$ cat config.mk
export PLATFORM = sky130hd
export DESIGN_NAME = dmem_arbiter
export DESIGN_NICKNAME = d
export VERILOG_FILES = /design/src/rtl/dmem_arbiter_pkg.sv /design/src/rtl/dmem_arbiter_rr_pick2.sv /design/src/rtl/dmem_arbiter.sv
export SDC_FILE = /design/constraint.sdc
export NUM_CORES = 1
export LEC_CHECK = 0
export CAP_MARGIN = 20
export CORE_MARGIN = 3
export CORE_UTILIZATION = 37
export CTS_BUF_LIST = sky130_fd_sc_hd__clkbuf_2 sky130_fd_sc_hd__clkbuf_4 sky130_fd_sc_hd__clkbuf_8
export CTS_CLUSTER_SIZE = 30
export DETAILED_ROUTE_END_ITERATION = 8
export HOLD_SLACK_MARGIN = 0.1
export PLACE_DENSITY = 0.9
export SLEW_MARGIN = 10
export SYNTH_ARGS = -nofsm -noshare
export SYNTH_HDL_FRONTEND = slang
export SYNTH_SLANG_ARGS = --single-unit
$ cat constraint.sdc
create_clock -name CLK -period 1.6 [get_ports CLK]
set_input_delay 0.16 -clock CLK [delete_from_list [all_inputs] [get_ports CLK]]
set_output_delay 0.16 -clock CLK [all_outputs]
set_load 0.02 [all_outputs]
$ cat src/rtl/dmem_arbiter_pkg.sv
// Shared definitions for the data-memory arbiter.
// Holds the sequencer state encoding, requester index constants and the
// default address/data widths used by dmem_arbiter and its picker.
package dmem_arbiter_pkg;

    localparam int AW_DEFAULT = 32;
    localparam int DW_DEFAULT = 32;

    // Requester indices; also the value stored in the winner/last registers.
    localparam logic REQ_CPU = 1'b0;
    localparam logic REQ_DMA = 1'b1;

    // Sequencer states.
    typedef logic [1:0] state_t;
    localparam state_t ST_IDLE   = 2'd0;
    localparam state_t ST_ACCESS = 2'd1;
    localparam state_t ST_RESP   = 2'd2;

endpackage

$ cat src/rtl/dmem_arbiter_rr_pick2.sv
// Two-way round-robin picker (combinational).
// Ports:
//   req    in  2  request vector, bit i = requester i
//   last   in  1  index of the requester served most recently
//   winner out 1  index of the requester to serve next
//   any    out 1  at least one request is pending
module rr_pick2
    import dmem_arbiter_pkg::*;
(
    input  logic [1:0] req,
    input  logic       last,
    output logic       winner,
    output logic       any
);

    // Single requester wins outright; on contention the one not served last wins.
    always_comb begin
        winner = REQ_CPU;
        any    = 1'b0;
        if (req == 2'b11) begin
            winner = ~last;
            any    = 1'b1;
        end else if (req == 2'b10) begin
            winner = REQ_DMA;
            any    = 1'b1;
        end else if (req == 2'b01) begin
            winner = REQ_CPU;
            any    = 1'b1;
        end else begin
            winner = REQ_CPU;
            any    = 1'b0;
        end
    end

endmodule

$ cat src/rtl/dmem_arbiter.sv
// Shares one DataMemory between the CPU datapath (requester 0) and a
// DMA/debug loader (requester 1) with an IDLE -> ACCESS -> RESP sequencer.
// Ports:
//   CLK, Reset                    clock, synchronous active-high reset
//   req0/we0/addr0/wdata0, ack0   CPU request and one-cycle completion pulse
//   req1/we1/addr1/wdata1, ack1   DMA/debug request and completion pulse
//   rdata                         read data, valid while ack0 or ack1 is high
//   grant                         one-hot owner during ACCESS and RESP
//   cpu_stall                     CPU access pending (req0 & ~ack0)
//   mem_rd/mem_wr/mem_addr/mem_wdata/mem_rdata  DataMemory interface
module dmem_arbiter
    import dmem_arbiter_pkg::*;
#(
    parameter int AW = AW_DEFAULT,
    parameter int DW = DW_DEFAULT
) (
    input  logic          CLK,
    input  logic          Reset,
    input  logic          req0,
    input  logic          we0,
    input  logic [AW-1:0] addr0,
    input  logic [DW-1:0] wdata0,
    output logic          ack0,
    input  logic          req1,
    input  logic          we1,
    input  logic [AW-1:0] addr1,
    input  logic [DW-1:0] wdata1,
    output logic          ack1,
    output logic [DW-1:0] rdata,
    output logic [1:0]    grant,
    output logic          cpu_stall,
    output logic          mem_rd,
    output logic          mem_wr,
    output logic [AW-1:0] mem_addr,
    output logic [DW-1:0] mem_wdata,
    input  logic [DW-1:0] mem_rdata
);

    state_t        state_r;
    logic          last_r;
    logic          win_r;
    logic          we_r;
    logic [AW-1:0] addr_r;
    logic [DW-1:0] wdata_r;
    logic [DW-1:0] rdata_r;
    logic [1:0]    grant_r;
    logic          ack0_r;
    logic          ack1_r;
    logic          mem_rd_r;
    logic          mem_wr_r;

    logic          pick_s;
    logic          any_s;
    logic          sel_we_s;
    logic [AW-1:0] sel_addr_s;
    logic [DW-1:0] sel_wdata_s;

    rr_pick2 u_pick (
        .req    ({req1, req0}),
        .last   (last_r),
        .winner (pick_s),
        .any    (any_s)
    );

    // Route the picked requester's transaction fields toward the latch registers.
    always_comb begin
        sel_we_s    = we0;
        sel_addr_s  = addr0;
        sel_wdata_s = wdata0;
        if (pick_s == REQ_DMA) begin
            sel_we_s    = we1;
            sel_addr_s  = addr1;
            sel_wdata_s = wdata1;
        end else begin
            sel_we_s    = we0;
            sel_addr_s  = addr0;
            sel_wdata_s = wdata0;
        end
    end

    // Sequencer and datapath registers; memory strobes are set on entry to
    // ACCESS so they are registered and high for exactly that one cycle.
    always_ff @(posedge CLK) begin
        if (Reset) begin
            state_r  <= ST_IDLE;
            last_r   <= REQ_DMA;
            win_r    <= REQ_CPU;
            we_r     <= 1'b0;
            addr_r   <= '0;
            wdata_r  <= '0;
            rdata_r  <= '0;
            grant_r  <= 2'b00;
            ack0_r   <= 1'b0;
            ack1_r   <= 1'b0;
            mem_rd_r <= 1'b0;
            mem_wr_r <= 1'b0;
        end else begin
            case (state_r)
                ST_IDLE: begin
                    ack0_r <= 1'b0;
                    ack1_r <= 1'b0;
                    if (any_s) begin
                        win_r    <= pick_s;
                        we_r     <= sel_we_s;
                        addr_r   <= sel_addr_s;
                        wdata_r  <= sel_wdata_s;
                        mem_rd_r <= ~sel_we_s;
                        mem_wr_r <= sel_we_s;
                        grant_r  <= (pick_s == REQ_DMA) ? 2'b10 : 2'b01;
                        state_r  <= ST_ACCESS;
                    end else begin
                        state_r  <= ST_IDLE;
                    end
                end
                ST_ACCESS: begin
                    mem_rd_r <= 1'b0;
                    mem_wr_r <= 1'b0;
                    // Writes leave the previous read data in place.
                    if (!we_r) begin
                        rdata_r <= mem_rdata;
                    end else begin
                        rdata_r <= rdata_r;
                    end
                    ack0_r  <= (win_r == REQ_CPU);
                    ack1_r  <= (win_r == REQ_DMA);
                    state_r <= ST_RESP;
                end
                ST_RESP: begin
                    ack0_r  <= 1'b0;
                    ack1_r  <= 1'b0;
                    grant_r <= 2'b00;
                    last_r  <= win_r;
                    state_r <= ST_IDLE;
                end
                default: begin
                    ack0_r   <= 1'b0;
                    ack1_r   <= 1'b0;
                    grant_r  <= 2'b00;
                    mem_rd_r <= 1'b0;
                    mem_wr_r <= 1'b0;
                    state_r  <= ST_IDLE;
                end
            endcase
        end
    end

    assign ack0      = ack0_r;
    assign ack1      = ack1_r;
    assign rdata     = rdata_r;
    assign grant     = grant_r;
    assign mem_rd    = mem_rd_r;
    assign mem_wr    = mem_wr_r;
    assign mem_addr  = addr_r;
    assign mem_wdata = wdata_r;
    // Combinational so the ControlUnit can hold the PC in the same cycle req0 rises.
    assign cpu_stall = req0 & ~ack0_r;

endmodule

## Word level (Yosys, flattened, before mapping)

Cells that the tools add are included.

- Eq/ne operators: 6
- Muxes and demuxes: 17
- Bitwise operators: 8
- Reductions and logical operators: 6

Operator list:

| cell | number |
|---|---|
| two-way mux 32 bit | 2 |
| two-way mux 1 bit | 9 |
| case mux 2 bit (2 select lines) | 2 |
| AND reduction 2 bit | 4 |
| NOT 1 bit | 7 |
| equality test 2 bit (second input constant) | 3 |
| equality test 2 x 1 -> 1 bit (second input constant) | 2 |
| two-way mux 2 bit | 2 |
| case mux 1 bit (2 select lines) | 2 |
| logical NOT 2 bit | 1 |
| inequality test 2 bit (second input constant) | 1 |
| OR reduction 2 bit | 1 |
| AND 1 bit | 1 |

- Flip-flop bits (word level): 107
- Bits of input ports: 166
- Output and inout bits: 103
- Word-level logic and storage cells: 49

## Logic depth before layout (Yosys ltp)

Gate-level depths: netlist of the first run.

- Depth in word-level cells: 7
- Gate-level depth with buffers: 7
- Gate-level depth less buffers: 4

## Modules after synthesis

Synthesis of the first run repeated with hierarchy kept, for this count alone.

- Cell total of the unflattened synthesis: 397
- Area total of the unflattened synthesis: 4170.2 µm²

By module, submodules not included:

| module | instances | cells each | area each (µm²) | seq. area each (µm²) |
|---|---|---|---|---|
| dmem_arbiter | 1 | 395 | 4156.5 | 2142.1 |
| rr_pick2 | 1 | 2 | 13.8 | 0.0 |

## Worst setup path after synthesis of the first run

OpenSTA, ideal clock, no wires.

- Kind: register to register
- Start point: reg state_r[0]
- End point: reg rdata_r[10] (netlist: rdata[10])
- Setup time: 0.132 ns
- Arrival time: 1.242 ns
- Required time: 1.468 ns
- Path slack: 0.226 ns
- Stages on the path, launching flop included: 8
- Path buffers: 3
- Period minus slack after synthesis: 1.374 ns
- Cells stage by stage: dfxtp_1 buf_2 inv_2 or3_1 clkbuf_1 buf_2 nand2_1 a21oi_1

- Cells in the longest elaborated chain, start to end: 2

RTL lines:

| element | line | source |
|---|---|---|
| start: declaration | dmem_arbiter.sv:39 | `state_t state_r;` |
| start signal: assignment | dmem_arbiter.sv:85 | `state_r <= ST_IDLE;` |
| start signal: assignment | dmem_arbiter.sv:110 | `state_r <= ST_ACCESS;` |
| start signal: assignment | dmem_arbiter.sv:112 | `state_r <= ST_IDLE;` |
| equality test 2 x 1 -> 1 bit | dmem_arbiter.sv:98 | `case (state_r)` |
| AND reduction 2 bit (no source line) | n/a |  |
| end signal: assignment | dmem_arbiter.sv:120 | `rdata_r <= mem_rdata;` |
| end signal: assignment | dmem_arbiter.sv:122 | `rdata_r <= rdata_r;` |
| end: declaration | dmem_arbiter.sv:45 | `logic [DW-1:0] rdata_r;` |

No other way between the ends.
A chain may end at the register's enable or synchronous reset.

## Worst setup path in the final report of the first run

- Start point: reg wdata_r[24] (netlist: mem_wdata[24])
- End point: out mem_wdata[24]

RTL lines:

| element | line | source |
|---|---|---|
| start: declaration | dmem_arbiter.sv:44 | `logic [DW-1:0] wdata_r;` |
| start signal: assignment | dmem_arbiter.sv:106 | `wdata_r <= sel_wdata_s;` |
| end: declaration | dmem_arbiter.sv:35 | `output logic [DW-1:0] mem_wdata,` |

No word-level cell between the ends.

==> reports/metrics.yaml, run 1 <==
outcome:
  status: "completed"
worst_setup_path:
  worst_setup_path_start_kind: "flop"
  cp_top_family: "buffers and inverters"
  crit_type: "reg -> out"
  reg2reg_slack_ns: 0.08
  crit_buf_inv: 1
  r2r_end: "mem_addr[2]"
  reg2reg_depth: 5
  cp-startpoint: "mem_wdata[24]"
  arrival_ns: 1.39
  path_cells: "clkdlybuf4s50_1"
  slowest_delay_ns: 0.63
  timing.rr.start: "state_r[0]"
  end_kind: "output port"
  path_max_fanout: 2
  cp_data_required_time_ns: 1.44
  cp_slowest_cell: "clkdlybuf4s50_1"
die:
  fp.coreArea_mm2: 0.0105
  die_w_um: 110
  fp-row-count: 37
  die_h_um: 110
  initial_core_util: 0.385
  die_area_mm2: 0.0122
  num_io_pins: 269
synth:
  synth_edf_count: 0
  synth_common_cells: "130 x nand2_1, 107 x dfxtp_1, 98 x a21oi_1"
  synth.distinct_cells: 29
  ys_seq_area_frac: 0.531
  synth_top_area_cell: "dfxtp_1"
  synth_seq_cells: 107
  synth_top_area_share: 0.531
  async_reset_ff_frac: 0
  yosysMostFrequentCell: "nand2_1"
  synthesis.area_mm2: 0.00403
  syn_avg_cell_area_um2: 8.54
  synthTopCellsByArea: "dfxtp_1 53%, a21oi_1 12%, nand2_1 12%"
  synth_flop_cell: "dfxtp_1"
  syn_nets: 638
  syn_inst: 472
  yosysWarnings: 0
grt:
  grtUsageTotal: 0.225
  grt_pass1_vias: 4539
  grt_max_degree: 65
  grt_pass1_wl_um: 22800
  antenna_found_initial: 0
  grt-ovfl-total: 0
hold_path:
  min_to: "state_r[0]"
  hold_class: "in -> reg"
  hold_depth: 2
  min_from: "Reset"
place:
  pre_cts_slack_ns: -0.190
  place_inst: 850
  portBuffers: 268
  place_congestion: 0.802
  dp_hpwl_um: 10800
pwr:
  sw_frac_of_total: 0.294
  p_comb_frac: 0.286
  p_clk_frac: 0.236
  p_leak_nw: 2.51
  peakVddDrop_v: 0.000434
  power.density_mw_per_mm2: 891
  p_int_mw: 4.42
  p_seq_frac: 0.478
  power_switching_mw: 1.84
clocking:
  cts_sinks: 107
  root_buffer: "clkbuf_8"
  cts.htree.levels: 3
  cts_setup_buffers: 0
  tritoncts: "yes"
  path_clk_slew_ns: 0.10
  insertion_delay_ns: 0.36
  cts_buffer_depth: 2
  cts_buffers: 9
routing:
  drc: 0
  wl_um: 14400
  num_vias: 4460
  drtIter0Drc: 323
  first_pass_iters: 5
  via_per_inst: 5.16
  drtAntennaViolNets: 0
  routedWlPerCell_um: 16.6
layout:
  nets: 891
  ff_latch_area_mm2: 0.00214
  diodes: 0
  area_delta_synth_final_pct: 74.4
  fill_cells: 825
  post-route-util: 0.672
  fin_cells: 865
  drive_gt1_frac: 0.0521
  multiInputGateArea_mm2: 0.00167
timing:
  setup-tns-final_ns: 0
  finClkSkew_ns: 0.0114
  maxSlewViolCount: 0
  layout_setup_ws_ns: 0.0534
  max_freq_mhz: 647
  setup_violations: 0
  timing.final.crit_share: 0.967
  relSlewSlack: 0.756
  finalHoldViolCount: 0
  grt_setup_unrepaired: "no"
  worst-slew-pin-transition_ns: 0.367
  worst_hold_slack_ns: 0.197
  min_period_ns: 1.55
run:
  drv_cap: 0
## worst max path at each step
stage	slack, ns	depth (start not counted)	end
6_report	0.05	1	mem_wdata[24]
5_1_grt	0.01	5	mem_addr[2]
4_1_cts	0.03	1	mem_wdata[24]
3_5_place_dp	-0.19	6	mem_addr[2]
3_3_place_gp	-0.04	6	mem_wdata[6]
2_1_floorplan	0.23	7	rdata[10]
## metal layers
layer | vias to the layer above | track usage | share of wire
met5 | - | 0 | 0
met4 | 0 | 0.103 | 0.036
met3 | 37 | 0.0625 | 0.081
met2 | 237 | 0.402 | 0.51
met1 | 2043 | 0.246 | 0.37
li1 | 2143 | - | -
## power by group through the flow
stage | combinational, mW | sequential [mW] | clock, mW
after global routing | 1.90 | 3.02 | 1.61
final | 1.79 | 2.99 | 1.48
after detailed placement | 1.79 | 3.05 | 0
after floorplan | 0.561 | 3.28 | 0
after global placement | 1.75 | 3.04 | 0
after CTS | 1.80 | 2.99 | 1.51
## logic make-up after synthesis
kind of cell,share of synthesized area
AO/OA/AOI/OAI,0.259
buffers and inverters,0.0583
flip-flops,0.531
multiplexers,0.00248
AND/OR/NAND/NOR,0.149
## state kept, by name, indices dropped and copies added, names as in the netlist, 2 cells and up
signal,cells
rdata,32
mem_addr,32
state_r,2
mem_wdata,32
grant,2
## final cells by class
| type | instances | share of cell area |
|---|---|---|
| timing repair buffer | 283 | 0.408 |
| inverter | 3 | 0.00160 |
| sequential | 107 | 0.305 |
| clock buffer | 10 | 0.0196 |
| multi-input combinational | 321 | 0.238 |
| tap | 136 | 0.0242 |
| clock inverter | 5 | 0.00427 |
## per-stage QoR
stage | area [um^2] | total power [mW]
6_report | 7030 | 6.26
5_1_grt | 7030 | 6.54
4_1_cts | 7030 | 6.30
3_5_place_dp | 6870 | 4.85
3_3_place_gp | 6870 | 4.79
2_1_floorplan | 4030 | 3.84
## layout by cell type, fill, tap and decap left out, drive strengths merged, types with 2 or more instances in the layout
| master | count |
|---|---|
| clkdlybuf4s50 | 266 |
| nand2 | 130 |
| dfxtp | 107 |
| a21oi | 98 |
| a22oi | 64 |
| buf | 16 |
| clkbuf | 10 |
| nor2 | 6 |
| nor3 | 6 |
| clkinv | 3 |
| inv | 3 |
| nor2b | 2 |
| clkinvlp | 2 |
| and3 | 2 |
| o21ai | 2 |
## repair_timing
action	4_1_cts	5_1_grt
endpoints found under the hold margin	0	0
gates resized for setup	1	0
endpoints found under the setup margin	1	0
hold buffers	0	0
Power figures use the tool's default switching activity.
==> run 2, diff against run 1 <==
--- a/config.mk
+++ b/config.mk
@@ -6,6 +6,7 @@
 export NUM_CORES = 1
 export LEC_CHECK = 0
 export CAP_MARGIN = 20
+export CORE_ASPECT_RATIO = 1.1
 export CORE_MARGIN = 3
 export CORE_UTILIZATION = 37
 export CTS_BUF_LIST = sky130_fd_sc_hd__clkbuf_2 sky130_fd_sc_hd__clkbuf_4 sky130_fd_sc_hd__clkbuf_8
==> reports/metrics.yaml, run 2 (synthesized netlist as in run 1, its figures left out) <==
routing:
  routedWlPerCell_um: 16.6  # +0.11%
  wl_um: 14600  # +1.5%
  drc: 0  # unchanged
  num_vias: 4501  # +0.92%
  via_per_inst: 5.13  # -0.46%
  drtAntennaViolNets: 0  # unchanged
  first_pass_iters: 5  # unchanged
  drtIter0Drc: 192  # -41%
worst_setup_path:
  worst_setup_path_start_kind: "flop"
  crit_type: "reg -> out"
  end_kind: "output port"
  cp_data_required_time_ns: 1.44  # about the same
  crit_buf_inv: 1  # unchanged
  r2r_end: "rdata[4]"
  reg2reg_depth: 5  # unchanged
  path_cells: "clkdlybuf4s50_1"
  arrival_ns: 1.36  # -0.03 ns
  cp_top_family: "buffers and inverters"
  path_max_fanout: 2  # unchanged
  slowest_delay_ns: 0.63  # about the same
  cp_slowest_cell: "clkdlybuf4s50_1"
  timing.rr.start: "state_r[1]"
  reg2reg_slack_ns: 0.16  # +0.08 ns
hold_path:
  hold_depth: 3  # +1
  hold_class: "in -> reg"
  min_from: "addr1[4]"
  min_to: "mem_addr[4]"
grt:
  grt_max_degree: 65  # unchanged
  grt-ovfl-total: 0  # unchanged
  grt_pass1_vias: 4512  # -0.59%
  grtUsageTotal: 0.231  # +0.00568
  grt_pass1_wl_um: 22500  # -1.1%
  antenna_found_initial: 0  # unchanged
layout:
  area_delta_synth_final_pct: 77.5
  post-route-util: 0.682  # +0.0102
  layout_common_cells: "264 x clkdlybuf4s50_1, 130 x nand2_1, 107 x dfxtp_1, 98 x a21oi_1, 64 x a22oi_1"
  nets: 895  # +0.45%
  final_common_cell: "clkdlybuf4s50_1"
  diodes: 0  # unchanged
  drive_gt1_frac: 0.0586  # +0.00646
clocking:
  cts.htree.levels: 3  # unchanged
  tritoncts: "yes"
  path_clk_slew_ns: 0.10  # about the same
  cts_sinks: 107  # unchanged
  insertion_delay_ns: 0.36  # about the same
  cts_buffer_depth: 2  # unchanged
  cts_buffers: 9  # unchanged
  root_buffer: "clkbuf_8"
timing:
  setup-tns-final_ns: 0  # unchanged
  finClkSkew_ns: 0.0135  # +0.00208 ns
  finalHoldViolCount: 0  # unchanged
  layout_setup_ws_ns: 0.0763  # +0.0229 ns
  relSlewSlack: 0.640  # -0.116
  timing.final.crit_share: 0.952  # -0.0143
  maxSlewViolCount: 0  # unchanged
  max_freq_mhz: 656  # +1.5%
  worst-slew-pin-transition_ns: 0.540  # +0.173 ns
  min_period_ns: 1.52  # -0.0229 ns
  grt_setup_unrepaired: "no"
  setup_violations: 0  # unchanged
place:
  pre_cts_slack_ns: -0.121  # +0.0683 ns
  place_congestion: 0.848  # +5.8%
  portBuffers: 268  # unchanged
  dp_hpwl_um: 11000  # +1.6%
outcome:
  status: "completed"
pwr:
  p_int_mw: 4.94  # +12%
  sw_frac_of_total: 0.272  # -0.0225
  peakVddDrop_v: 0.000574  # +32%
  finalPower_mw: 6.78  # +8.3%
  p_comb_frac: 0.267  # -0.019
  p_clk_frac: 0.291  # +0.055
  p_seq_frac: 0.442  # -0.036
  p_leak_nw: 2.60  # +3.8%
  power_switching_mw: 1.84  # about the same
  power.density_mw_per_mm2: 947  # +6.4%
die:
  num_io_pins: 269  # unchanged
  fp-row-count: 39  # +5.4%
  die_h_um: 115  # +4.6%
  die_area_mm2: 0.0122  # about the same
  initial_core_util: 0.384  # -0.00106
  fp.coreArea_mm2: 0.0105  # +0.28%
  die_w_um: 106  # -4.4%
run:
  drv_cap: 0  # unchanged
==> run 2: cell count changes in the layout (fill, tap and decap cells not counted), moves of 2 or more <==
cell,change
buf_4,+3
bufinv_16,+3
clkdlybuf4s50_1,-2
clkinvlp_4,-2
dlymetal6s2s_1,+2
==> run 2: layout make-up <==
class                           count  area [um^2]
Clock buffer                       11          145
Clock inverter                      5          100
Fill cell                         829         3330
Inverter                            3         11.3
Multi-Input combinational cell    321         1680
Sequential cell                   107         2140
Tap cell                          143          179
Timing Repair Buffer              287         2900
==> run 2: metrics by stage <==
step / cell area [um^2] / std cells / hold slack [ns]
6_report: 7160 / 877 / 0.333
5_1_grt: 7160 / 877 / 0.308
4_1_cts: 7150 / 877 / 0.313
3_5_place_dp: 6900 / 860 / 0.419
3_3_place_gp: 6900 / 860 / 0.417
2_1_floorplan: 4030 / 472 / 0.296
==> run 2: layer usage <==
layer,vias up,routed length [um],GRT usage,part of all wire
met2,198,7630,0.418,0.52
met3,45,931,0.0540,0.064
met1,2105,5420,0.251,0.37
met5,-,0,0,0
met4,0,598,0.124,0.041
li1,2153,-,-,-
==> run 2: power by group through the flow <==
stage,sequential [mW],clock [mW],combinational (mW)
floorplan,3.28,0,0.561
global placement,3.04,0,1.77
detailed placement,3.05,0,1.81
CTS,2.99,2.02,1.82
global route,3.02,2.12,1.94
finish,3.00,1.97,1.81
==> run 2: worst max path at each step <==
| stage | start | endpoint | slack [ns] | depth (start not counted) |
|---|---|---|---|---|
| floorplan | state_r[0] | rdata[10] | 0.23 | 7 |
| global placement | req0 | mem_wdata[12] | -0.05 | 7 |
| detailed placement | req0 | mem_wdata[6] | -0.12 | 7 |
| CTS | ack0 | ack0 | 0.01 | 1 |
| global route | mem_wdata[12] | mem_wdata[12] | 0.02 | 1 |
| finish | mem_addr[14] | mem_addr[14] | 0.08 | 1 |
==> run 2: repair_timing <==
item,in CTS,in global routing
setup buffers,0,0
gates resized for setup,1,3
endpoints found under the setup margin,1,4
hold buffers,1,0
hold endpoints to repair,7,0
==> run 2: worst min-delay path, delay by kind of cell <==
kind | cells | cell delay, ns
buffers and inverters | 1 | 0.40
AOI/OAI and AO/OA | 1 | 0.05
and+or+nand+nor | 1 | 0.06
